==> config.mk <==
export PLATFORM = sky130hd
export DESIGN_NAME = sync_updown_counter_n
export DESIGN_NICKNAME = d
export VERILOG_FILES = /design/src/rtl/sync_updown_counter_n.sv
export SDC_FILE = /design/constraint.sdc
export NUM_CORES = 1
export LEC_CHECK = 0
export ABC_CLOCK_PERIOD_IN_PS = 1900
export CAP_MARGIN = 20
export CORE_AREA = 2 2 39 41
export CTS_CLUSTER_DIAMETER = 80
export CTS_CLUSTER_SIZE = 8
export DETAILED_ROUTE_END_ITERATION = 16
export DIE_AREA = 0 0 41 43
export GPL_TIMING_DRIVEN = 1
export HOLD_SLACK_MARGIN = 0.08
export PLACE_DENSITY = 0.58
export SLEW_MARGIN = 20
export SYNTH_ARGS = -nofsm -noshare
export SYNTH_HDL_FRONTEND = slang
export SYNTH_SLANG_ARGS = --single-unit
==> constraint.sdc <==
create_clock -name clk -period 1.9 [get_ports clk]
set_input_delay 0.38 -clock clk [delete_from_list [all_inputs] [get_ports clk]]
set_output_delay 0.38 -clock clk [all_outputs]
set_load 0.01 [all_outputs]
==> src/rtl/sync_updown_counter_n.sv <==
// Parametrised synchronous up/down counter with load, wrap/saturate,
// terminal-count and wrap-event flags; cascadable via tc -> en.
//
// Ports:
//   clk   in  1      rising-edge clock
//   clr   in  1      asynchronous reset, active-high (q=0, wrap=0)
//   en    in  1      count enable (0 = hold)
//   m     in  1      direction: 0 = up, 1 = down
//   load  in  1      synchronous parallel load of d (clamped to MODULUS-1)
//   d     in  WIDTH  load value
//   q     out WIDTH  registered count, always in 0..MODULUS-1
//   tc    out 1      combinational terminal count, feeds next stage en
//   wrap  out 1      registered pulse: the last edge hit a range end
module sync_updown_counter_n #(
  parameter int WIDTH    = 3,
  parameter int MODULUS  = 8,
  parameter int SATURATE = 0
) (
  input  logic             clk,
  input  logic             clr,
  input  logic             en,
  input  logic             m,
  input  logic             load,
  input  logic [WIDTH-1:0] d,
  output logic [WIDTH-1:0] q,
  output logic             tc,
  output logic             wrap
);

  if (WIDTH < 1 || MODULUS < 2 || MODULUS > (2 ** WIDTH)) begin : g_bad_cfg
    $error("sync_updown_counter_n: illegal WIDTH/MODULUS");
  end

  localparam logic [WIDTH-1:0] MAX   = WIDTH'(MODULUS - 1);
  localparam logic [WIDTH:0]   MOD_X = (WIDTH + 1)'(MODULUS);
  localparam bit               SAT   = (SATURATE != 0);

  logic [WIDTH-1:0] cnt_q, cnt_d;
  logic             wrap_q, wrap_d;
  logic             at_end;

  // Range end in the current direction: top when counting up,
  // zero when counting down.
  assign at_end = m ? (cnt_q == '0) : (cnt_q == MAX);

  always_comb begin
    cnt_d  = cnt_q;
    wrap_d = 1'b0;
    if (load) begin
      // Out-of-range load values clamp so q never leaves 0..MODULUS-1.
      if ({1'b0, d} >= MOD_X) begin
        cnt_d = MAX;
      end else begin
        cnt_d = d;
      end
    end else if (en) begin
      wrap_d = at_end;
      if (at_end) begin
        if (!SAT) begin
          cnt_d = m ? MAX : '0;
        end
      end else begin
        cnt_d = m ? (cnt_q - 1'b1) : (cnt_q + 1'b1);
      end
    end
  end

  always_ff @(posedge clk or posedge clr) begin
    if (clr) begin
      cnt_q  <= '0;
      wrap_q <= 1'b0;
    end else begin
      cnt_q  <= cnt_d;
      wrap_q <= wrap_d;
    end
  end

  assign q    = cnt_q;
  assign wrap = wrap_q;
  assign tc   = en & ~load & at_end;

endmodule

==> flow_results.org <==
** Status
- The flow ran to the end, and the final reports show no timing, DRC or antenna violations.

** Finish
- Number of diodes :: 0
- Of the cells placed in the final design, the portion with a size suffix greater than 1 is 0.368.
- Fill cell instance count of the final layout :: between 100 and 150
- Final layout net count :: 68
- Once layout is complete, the utilization of the core stands at 0.388.
- Area overhead of the layout relative to synthesis :: 82.6%

** CTS
- The root buffer cell chosen for the clock tree is sky130_fd_sc_hd__clkbuf_4.
- H-Tree Depth :: 1
- CTS hold repair buffers :: 0
- The clock reaches the later pin of the worst-skew pair after between 0.2 and 0.25 ns.
- Number of sinks handled by clock tree synthesis :: 4
- Clock tree synthesis inserted a total of 3 buffers.
- Longest Clk Path Bufs :: 2
- Clock-pin slew on the worst setup and hold paths :: about 0.04 ns
- TritonCTS clock tree :: yes

** Routing
- Post-DR vias/cell :: 4.40
- In the routed design, unresolved DRC markers number 0.
- 1st-iter DRT viols :: 13
- Initial DRT Pass Iterations :: 3
- Detailed routing inserted a total of around 320 vias.
- Post-detailed-route wirelength per cell :: 10.2 um
- Metal3 WL :: 30 um
- Met2 Routed Length :: ~340 um
- In the final routing, the length of wire on met1 measures 361 um.
- Top routing layer in use :: met4
- The detail route stage leaves a number of antenna-violating nets equal to 0.
- Post-Route WL :: between 700 and 800 um

** Synthesis
- For this run, the register share of the synthesized area comes to 0.340.
- Distinct cells, synth :: 20
- Ranked by instance count, the synthesized netlist is headed by sky130_fd_sc_hd__dfrtp_1 (4), sky130_fd_sc_hd__o21ai_0 (3).
- Area leader, netlist :: sky130_fd_sc_hd__dfrtp_1
- The number of nets handed over by synthesis was 41.
- The synthesized design contains 4 register bits.
- Most instantiated flip-flop cell in the synthesis netlist :: sky130_fd_sc_hd__dfrtp_1
- Ranked by total cell area, the synthesized netlist is headed by sky130_fd_sc_hd__dfrtp_1 (34%), sky130_fd_sc_hd__fa_1 (6.8%), sky130_fd_sc_hd__o21ai_0 (5.1%).
- Number of synthesis warnings :: 0
- Synthesis produced 32 cells.
- Of the post-synthesis cell area, the dominant cell type holds 0.340.
- Cell area after technology mapping :: around 300 um2
- A synthesized cell averages between 9 and 10 um2.
- After synthesis, the share of flip-flops with an asynchronous set or reset is 1.00.
- Yosys instantiated no cell more often than sky130_fd_sc_hd__dfrtp_1.
- Count of flip-flops with a built-in enable after synthesis :: 0

** GRT
- Maximum number of pins on one net before global-route repair :: 7
- Number of global-route vias before repair :: 300
- Overall Global Routing Usage :: 0.116
- The initial antenna violation count came to 0.
- The first global-routing pass estimated approximately 1300 um of wire.
- Total congestion overflow :: 0

** STA
- Final setup viols :: 0
- Upper clock frequency limit :: about 550 MHz
- RSZ-0062 raised after global routing :: no
- Worst slew margin relative to its limit :: 0.748
- In the finished design, the share of the clock period the worst path needs comes to 0.954.
- For the pin with the worst max-slew slack, the measured transition is between 0.3 and 0.4 ns.
- The max-slew violation count is 0.
- For the final database, setup skew stands at 0.00887 ns.
- Final hold violation count :: 0
- Worst Slack Setup Final :: just under 0.09 ns
- Counting I/O delays and the setup requirement, the final critical path takes roughly 1.8 ns.

** Worst setup path
- Critical path, cell by cell :: nand2b_1, or3_4, a21boi_1, buf_2
- Cell with the largest stage delay on the worst path :: sky130_fd_sc_hd__or3_4
- Kind of end point of the critical path :: output pin
- The endpoint identified for the worst register-to-register timing path is q[2].
- Endpoint required time on the critical path :: around 1.5 ns
- Biggest cell delay along the critical path :: between 0.3 and 0.4 ns
- In this run the critical register-to-register path is launched from q[1].
- Across all register-to-register paths, the minimum setup slack is about 0.28 ns.
- Broken down by cell family, the worst path's largest delay share belongs to simple AND/OR/NAND/NOR gates.
- Worst path arrival time :: roughly 1.4 ns
- Worst Path Max Fanout :: 2
- Buf+Inv Stages, Crit Path :: 1
- Category of the worst setup path launch point :: flop
- By startpoint and endpoint, the worst setup path is classified as reg -> out.
- R2R cell count :: 6

** Placement
- Worst Setup Slack post-DPL :: -0.473 ns
- RePlAce Congestion :: about 0.8
- Count of input and output buffers :: 12
- The HPWL after detailed placement is 601 um.

** Floorplanning
- Area of the die :: between 0.0015 and 0.002 mm2
- Num ports :: 13
- FP Rows :: 14
- Measured along the x axis, the die boundary spans around 41 um.
- The initial utilization of the core area, before any placement, comes to 0.212.
- The core region is 0.00138 mm2.
- In this run the vertical extent of the chip is approximately 43 um.

** Power and ir drop
- VDD sags by at most 0.176 mV.
- Tot Pwr :: between 0.3 and 0.4 mW
- The analysis attributes to cell leakage a power of between 0.2 and 0.25 nW.
- For this design the ratio of total power to cell area is between 600 and 700 mW/mm2.

** Run
- Max-cap violations in this run came to 0.

** Worst hold path
- The min-delay analysis places its worst path in the category in -> async.
==> where the power goes <==
group	internal [mW]	switching, mW	total [mW]
Clock	0.0707	0.0359	0.107
Combinational	0.0876	0.0610	0.149
Sequential	0.0952	0.00779	0.103
Total	0.254	0.105	0.358
==> metrics by stage <==
stage	hold WS, ns	cells	TNS, ns	instance area (um2)
final	0.325	73	0	537
after global routing	0.343	73	0	537
after CTS	0.323	73	-0.0262	529
after detailed placement	0.575	70	-0.961	509
after global placement	0.575	70	-0.934	509
after floorplan	0.146	32	0	294
==> cell type report <==
class                           count  area [um2]  area share
Sequential cell                     4         100       0.186
Multi-Input combinational cell     24         186       0.347
Tap cell                           16        20.0      0.0373
Inverter                            4        15.0      0.0280
Timing Repair Buffer               22         193       0.359
Clock buffer                        3        22.5      0.0420
==> layer usage <==
layer,global-route usage,vias up
li1,-,167
met1,0.165,144
met2,0.134,8
met3,0.0314,2
met4,0.100,0
met5,0,-
==> timing repair <==
action                     CTS  global route
setup endpoints to repair    2             3
gates resized for setup      6             2
pin swaps                    1             2
buffers inserted             0             0
==> cells by family (layout without fill, tap and decap cells) <==
| logic type | Yosys count | in the layout | synth area share |
|---|---|---|---|
| AO/OA/AOI/OAI | 12 | 12 | 0.289 |
| XOR/XNOR | 2 | 2 | 0.0596 |
| adder cells (fa/ha/maj) | 1 | 1 | 0.0681 |
| buffers and inverters | 4 | 29 | 0.0511 |
| flip-flops | 4 | 4 | 0.340 |
| AND/OR/NAND/NOR | 9 | 9 | 0.192 |
==> worst reg2reg max path, stage by stage, from the launching register on <==
cell	delay, ns
sky130_fd_sc_hd__dfrtp_1	0.41
sky130_fd_sc_hd__buf_4	0.15
sky130_fd_sc_hd__inv_2	0.04
sky130_fd_sc_hd__fa_2	0.34
sky130_fd_sc_hd__or3_1	0.33
sky130_fd_sc_hd__a22oi_2	0.17
sky130_fd_sc_hd__o21ai_1	0.08
==> worst max path at each step <==
stage / start / to / slack [ns] / depth (start not counted)
floorplan: q[0] / q[2] / 0.26 / 5
global placement: m / tc / -0.46 / 6
detailed placement: m / tc / -0.47 / 5
CTS: m / tc / -0.03 / 6
global route: q[2] / tc / 0.02 / 4
finish: q[2] / tc / 0.09 / 4
==> flip-flops by register name, summed over array words and instances, names as in the netlist <==
name / cells
q: 3
wrap: 1
==> placed cells by master, fill, tap and decap left out, types with 2 or more instances in the layout <==
master | Yosys | routed
sky130_fd_sc_hd__a21oi_1 | 2 | 2
sky130_fd_sc_hd__buf_4 | 0 | 10
sky130_fd_sc_hd__clkbuf_4 | 0 | 3
sky130_fd_sc_hd__clkdlybuf4s50_1 | 0 | 10
sky130_fd_sc_hd__dfrtp_1 | 4 | 4
sky130_fd_sc_hd__inv_1 | 2 | 2
sky130_fd_sc_hd__inv_2 | 2 | 2
sky130_fd_sc_hd__nand2_1 | 2 | 2
sky130_fd_sc_hd__nand2b_1 | 2 | 2
sky130_fd_sc_hd__o21ai_0 | 3 | 3
Power figures use the tool's default switching activity.
